[src/rtl/mem_port_arbiter.sv]
// Two-into-one memory port arbiter: instruction fetch (A) and load/store (B)
// share one pmem port, one latched transaction at a time, round-robin on conflict.
module mem_port_arbiter #(
  parameter int ADDR_WIDTH    = 16,
  parameter int DATA_WIDTH    = 16,
  parameter int MASK_WIDTH    = 2,
  parameter bit INIT_PRIORITY = 1'b0
) (
  input  logic                  clk,
  input  logic                  reset,
  input  logic                  mem_read_a,
  input  logic                  mem_write_a,
  input  logic [MASK_WIDTH-1:0] mem_byte_enable_a,
  input  logic [ADDR_WIDTH-1:0] mem_address_a,
  input  logic [DATA_WIDTH-1:0] mem_wdata_a,
  output logic                  mem_resp_a,
  output logic [DATA_WIDTH-1:0] mem_rdata_a,
  input  logic                  mem_read_b,
  input  logic                  mem_write_b,
  input  logic [MASK_WIDTH-1:0] mem_byte_enable_b,
  input  logic [ADDR_WIDTH-1:0] mem_address_b,
  input  logic [DATA_WIDTH-1:0] mem_wdata_b,
  output logic                  mem_resp_b,
  output logic [DATA_WIDTH-1:0] mem_rdata_b,
  output logic                  pmem_read,
  output logic                  pmem_write,
  output logic [MASK_WIDTH-1:0] pmem_byte_enable,
  output logic [ADDR_WIDTH-1:0] pmem_address,
  output logic [DATA_WIDTH-1:0] pmem_wdata,
  input  logic                  pmem_resp,
  input  logic [DATA_WIDTH-1:0] pmem_rdata
);

  typedef enum logic [1:0] {
    IDLE,
    SERVE_A,
    SERVE_B
  } state_t;

  state_t r_state;
  state_t w_next;

  logic                  r_ptr;
  logic                  r_orphan;
  logic                  r_rd;
  logic                  r_wr;
  logic [ADDR_WIDTH-1:0] r_addr;
  logic [DATA_WIDTH-1:0] r_wdata;
  logic [MASK_WIDTH-1:0] r_be;

  logic w_req_a;
  logic w_req_b;
  logic w_grant;
  logic w_gnt_b;
  logic w_serving;
  logic w_req_cur;
  logic w_deliver;

  assign w_req_a   = mem_read_a | mem_write_a;
  assign w_req_b   = mem_read_b | mem_write_b;
  assign w_serving = (r_state != IDLE);
  assign w_req_cur = (r_state == SERVE_B) ? w_req_b : w_req_a;

  // On completion only the other port is considered, so the finishing
  // requester (still high this cycle) cannot be granted twice in a row.
  always_comb begin
    w_next  = r_state;
    w_grant = 1'b0;
    w_gnt_b = 1'b0;
    case (r_state)
      IDLE: begin
        if (w_req_a && w_req_b) begin
          w_grant = 1'b1;
          w_gnt_b = r_ptr;
        end else if (w_req_a) begin
          w_grant = 1'b1;
        end else if (w_req_b) begin
          w_grant = 1'b1;
          w_gnt_b = 1'b1;
        end
      end
      SERVE_A: begin
        if (pmem_resp) begin
          if (w_req_b) begin
            w_grant = 1'b1;
            w_gnt_b = 1'b1;
          end else begin
            w_next = IDLE;
          end
        end
      end
      SERVE_B: begin
        if (pmem_resp) begin
          if (w_req_a) w_grant = 1'b1;
          else         w_next  = IDLE;
        end
      end
      default: w_next = IDLE;
    endcase
    if (w_grant) w_next = w_gnt_b ? SERVE_B : SERVE_A;
  end

  always_ff @(posedge clk) begin
    if (reset) begin
      r_state  <= IDLE;
      r_ptr    <= INIT_PRIORITY;
      r_orphan <= 1'b0;
      r_rd     <= 1'b0;
      r_wr     <= 1'b0;
      r_addr   <= '0;
      r_wdata  <= '0;
      r_be     <= '0;
    end else begin
      r_state <= w_next;
      if (w_grant) begin
        r_ptr <= ~w_gnt_b;
        if (w_gnt_b) begin
          r_wr    <= mem_write_b;
          r_rd    <= mem_read_b & ~mem_write_b;
          r_addr  <= mem_address_b;
          r_wdata <= mem_wdata_b;
          r_be    <= mem_byte_enable_b;
        end else begin
          r_wr    <= mem_write_a;
          r_rd    <= mem_read_a & ~mem_write_a;
          r_addr  <= mem_address_a;
          r_wdata <= mem_wdata_a;
          r_be    <= mem_byte_enable_a;
        end
      end
      // A dropped request still finishes in memory, but its response is swallowed.
      if (w_serving && pmem_resp)
        r_orphan <= 1'b0;
      else if (w_serving && !w_req_cur)
        r_orphan <= 1'b1;
    end
  end

  assign pmem_read        = w_serving & r_rd;
  assign pmem_write       = w_serving & r_wr;
  assign pmem_address     = r_addr;
  assign pmem_wdata       = r_wdata;
  assign pmem_byte_enable = r_be;

  assign w_deliver   = w_serving & pmem_resp & ~r_orphan & w_req_cur;
  assign mem_resp_a  = w_deliver & (r_state == SERVE_A);
  assign mem_resp_b  = w_deliver & (r_state == SERVE_B);
  assign mem_rdata_a = mem_resp_a ? pmem_rdata : '0;
  assign mem_rdata_b = mem_resp_b ? pmem_rdata : '0;

endmodule

[config.mk]
export PLATFORM = sky130hd
export DESIGN_NAME = mem_port_arbiter
export DESIGN_NICKNAME = d
export VERILOG_FILES = /design/src/rtl/mem_port_arbiter.sv
export SDC_FILE = /design/constraint.sdc
export NUM_CORES = 1
export LEC_CHECK = 0
export ABC_AREA = 1
export CORE_UTILIZATION = 36
export CTS_CLUSTER_SIZE = 10
export DETAILED_ROUTE_END_ITERATION = 12
export PLACE_DENSITY = 0.82
export SLEW_MARGIN = 20
export SYNTH_ARGS = -nofsm -noshare
export SYNTH_HDL_FRONTEND = slang
export SYNTH_SLANG_ARGS = --single-unit
[constraint.sdc]
create_clock -name clk -period 1.8 [get_ports clk]
set_input_delay 0.18 -clock clk [delete_from_list [all_inputs] [get_ports clk]]
set_output_delay 0.18 -clock clk [all_outputs]
set_load 0.02 [all_outputs]
After elaboration in Yosys (flattened, before gate mapping)
Cells that the tools add are included. W data, S select, Z words.

Register bits: 40. Input bits: 91. Output and inout port bits: 70. Word-level logic and storage cells: 63.

Equal/unequal tests: 7. Multiplexer cells: 25. Bitwise gates (word level): 15. Reduce and logical (&&, ||, !) cells: 8.

Operators with widths (number): $mux W16 (4); $mux W2 (7); $ne A3 B3 Y1 const B (4); $mux W1 (11); $and A1 B1 Y1 (9); $pmux W2 S3 (1); $reduce_and A5 Y1 (1); $not A1 Y1 (4); $logic_and A1 B1 Y1 (3); $pmux W1 S3 (1); $eq A2 B1 Y1 const B (1); $eq A2 B2 Y1 const B (1); $logic_not A2 Y1 (1); $ne A2 B2 Y1 const B (1); $or A1 B1 Y1 (2); $pmux W1 S2 (1); $reduce_bool A2 Y1 (1); $reduce_or A2 Y1 (1); $logic_not A1 Y1 (1).

Logic depth before layout (Yosys ltp)
Depth after elaboration: 7. Depth in mapped cells: 11.

Worst setup path before layout
OpenSTA, ideal clock, no wires.

Path kind: flip-flop to output port. From: register r_state[0]. To: output port mem_rdata_b[10]. Arrival: 1446 ps. Data required time: 1620 ps. Path slack: 174 ps. Cell stages (with the launch flop): 8. Buffers on the path: 1. Path through: dfxtp_1 -> inv_2 -> nand2_1 -> inv_2 -> nor2_1 -> nand4_2 -> buf_2 -> nor2_1.

Word-level cells in the longest chain between the ends: 6. Elaborated cells on any way between the ends: 8. Classes of those cells: eq/ne (1); mux (2); bitwise (4); reduce/logical (1).

RTL lines: start, declared (RTL line 40) `state_t r_state;`; start signal, assigned (RTL line 114) `r_state <= w_next;`; $reduce_bool A2 Y1 (RTL line 61) `assign w_serving = (r_state != IDLE);`; $and A1 B1 Y1 (3 in series) (RTL line 145) `assign w_deliver = w_serving & pmem_resp & ~r_orphan & w_req_cur;`; $and A1 B1 Y1 (*) (RTL line 147) `assign mem_resp_b = w_deliver & (r_state == SERVE_B);`; $mux W16 (*) (RTL line 149) `assign mem_rdata_b = mem_resp_b ? pmem_rdata : '0;`; end, declared (RTL line 24) `output logic [DATA_WIDTH-1:0] mem_rdata_b,`.

Every way passes the cells marked *; elsewhere a longest branch is shown, timed or not.

Final worst setup path
From: register r_state[1]. To: output port mem_rdata_a[13].

Word-level cells in the longest chain between the ends: 6. Elaborated cells on any way between the ends: 9. Classes of those cells: eq/ne (2); mux (2); bitwise (4); reduce/logical (1).

RTL lines: $reduce_bool A2 Y1 (RTL line 61); $and A1 B1 Y1 (3 in series) (RTL line 145); $and A1 B1 Y1 (*) (RTL line 146) `assign mem_resp_a = w_deliver & (r_state == SERVE_A);`; $mux W16 (*) (RTL line 148) `assign mem_rdata_a = mem_resp_a ? pmem_rdata : '0;`; end, declared (RTL line 17) `output logic [DATA_WIDTH-1:0] mem_rdata_a,`.

Marked as above.

==> metrics.md <==
| Metric | Value |
|---|---|
| Placed wire-length estimate | 6030 µm |
| GPL Wtd Cong | 0.796 |
| Critical path class | register to output pin |
| Routed WL per cell | 12.3 µm |
| Via density | roughly 4.9 |
| Post-Route WL | 8200 µm |
| Critical Path Source Type | register |
| YS warnings | 0 |
| Number of port buffers | 160 |
| Share of the synthesized area in the top cell type | 0.340 |
| Overall Power | 4.89 mW |
| TritonCTS clock tree | yes |
| Commonest non-fill, non-tap cell in the layout | clkdlybuf4s50_1 |
| Fin Hold WS | 0.498 ns |
| ANT nets after route | 0 |
| CP Data Arrival Time | 1.64 ns |
| Leak | roughly 2.2 nW |
| Avg Inst Size Synth | ~5.8 µm² |
| Mapped cell area | 0.00236 mm² |
| Synth Register Bits | 40 |
| Seq/Total Area, Yosys | 0.340 |
| Total CTS buffers | 5 |
| Most frequent cells in the layout | 124 x clkdlybuf4s50_1, 91 x nor2_1, 89 x nand2_1 |
| Synth top area cells | dfxtp_1 34%, nor2_1 19%, nand2_1 14% |
| Failing checks | negative setup slack |
| Fin worst setup slack | -0.0199 ns |
| Starting Density | 0.371 |
| Die ar. | 0.00688 mm² |
| CP max FO | 8 |
| Max Slew Vio Count | 0 |
| Die height | slightly above 80 µm |
| Syn-to-layout area delta | 91.0% |
| Max Cap Viol | 0 |
| I/O pin count | 161 |
| Area of the core | about 0.0063 mm² |
| First-pass GRT wire length | 13100 µm |
| Fin crit period | 1.82 ns |
| Fraction of final layout cells sized beyond drive strength 1 | 0.213 |
| PD cells | 1090 mW/mm² |
| Worst-case clock buffer depth | 2 |
| Largest net degree at the start of global routing | 27 |
| Fin crit share | 1.01 |
| DR vias | 3242 |
| First drt pass iteration count | 4 |
| H-tree Lvls | 2 |
| Layout fillers | 520 |
| Skew final | 0.00660 ns |
| Worst Hold Class | register to register |
| Core Rows | 29 |
| Worst skew pair latency | about 0.29 ns |
| Worst path required time | 1.62 ns |
| Vias in the first global route | 3036 |
| Worst slew pin tran | around 0.32 ns |
| RSZ-0062 raised after global routing | true |
| Yosys top cell by area | dfxtp_1 |
| Mapped Cells | 405 |
| Clock slew at reported path FFs | 0.07 ns |
| Peak supply drop | a little over 700 µV |
| Residual DRC | 0 |
| Clock Tree Root | clkbuf_8 |
| Number of antenna diodes | 0 |
| Status | finished with violations |
| Setup Viol. Count Final | 2 |
| Hold-fix buffers, CTS | 0 |
| Starting DRC count in detailed routing | 92 |
| GRT Resource Usage Total | 0.224 |
| Max transition margin | 0.786 |
| Final hold violation count | 0 |
| Post-synth net total | 496 |
| Unique cell type count in the Yosys netlist | 18 |
| Fmax | around 0.55 GHz |
| Die Width | a little over 80 µm |
| Post-layout nets | 677 |
| Setup crit end kind | output pin |
| GRT overflow | 0 |
| Initial antenna violation count | 0 |
| Setup Slack @ Placement | -0.460 ns |
| Clock Sinks | 40 |
## registers in the layout (all words and copies together) (netlist names)
name / cells
pmem_address: 16
r_rd: 1
r_wr: 1
r_state: 2
pmem_byte_enable: 2
r_ptr: 1
r_orphan: 1
pmem_wdata: 16
## per-layer routing
metal,GRT usage,up-vias,share of wire
met5,0,-,0
met4,0.0611,0,0.017
met3,0.0636,14,0.082
met2,0.417,165,0.52
met1,0.247,1456,0.39
li1,-,1607,-
## cell usage after synthesis, drive strengths merged
cell type / count
nor2: 121
nand2: 91
inv: 56
dfxtp: 40
nand4: 38
buf: 19
nand3: 16
a21oi: 11
clkbuf: 8
o21ai: 4
nor3: 1
## metrics by stage
| stage | util | cell area (µm²) | setup TNS [ns] | std cells |
|---|---|---|---|---|
| 6_report | 0.709 | 4500 | -0.0313 | 664 |
| 5_1_grt | 0.709 | 4500 | -2.06 | 664 |
| 4_1_cts | 0.660 | 4190 | 0 | 662 |
| 3_5_place_dp | 0.668 | 4240 | -16.34 | 653 |
| 3_3_place_gp | 0.668 | 4240 | -14.07 | 653 |
| 2_1_floorplan | - | 2360 | 0 | 405 |
## cell type report
cell class	instances	area, µm²	area share
Clock buffer	6	82.6	0.0183
Tap cell	77	96.3	0.0214
Clock inverter	2	10.0	0.00222
Inverter	56	210	0.0467
Sequential cell	40	806	0.179
Timing Repair Buffer	201	1930	0.428
Multi-Input combinational cell	282	1370	0.304
## critical path, stage by stage (launching register included)
cell and delay [ns]:
dfxtp_2 0.33, inv_2 0.05, nor2_4 0.16, nand2_2 0.10, o21ai_4 0.11, nand4_4 0.16
clkbuf_16 0.20, nor2_2 0.09, buf_4 0.15
## what timing repair did
action	CTS	global route
setup endpoints to repair	36	34
buffers inserted	1	0
gates resized for setup	144	92
gates cloned	0	2
pin swaps	1	2
## where the power goes
part / total [mW] / leakage [nW] / internal (mW) / switching (mW)
combinational: 2.96 / 1.83 / 1.36 / 1.60
sequential: 1.32 / 0.332 / 1.17 / 0.155
clock: 0.610 / 0.0510 / 0.306 / 0.304
total: 4.89 / 2.21 / 2.83 / 2.06
## kinds of logic after synthesis
| group | Yosys count | share of synthesized area |
|---|---|---|
| simple gates | 267 | 0.486 |
| buf+inv | 83 | 0.143 |
| flops | 40 | 0.340 |
| compound gates | 15 | 0.0318 |
## path summary, 6_finish.rpt
| check | depth (start not counted) | to | slack, ns | from |
|---|---|---|---|---|
| setup / recovery | 8 | mem_rdata_a[13] | -0.02 | r_state[1]$_SDFFE_PP0P_ |
| hold / removal | 2 | pmem_address[2]$_SDFFE_PP0P_ | 0.50 | pmem_address[2]$_SDFFE_PP0P_ |
| setup reg to reg | 9 | pmem_address[14]$_SDFFE_PP0P_ | 0.13 | r_state[1]$_SDFFE_PP0P_ |
| hold reg to reg | 2 | pmem_address[2]$_SDFFE_PP0P_ | 0.50 | pmem_address[2]$_SDFFE_PP0P_ |
Power figures use the tool's default switching activity.
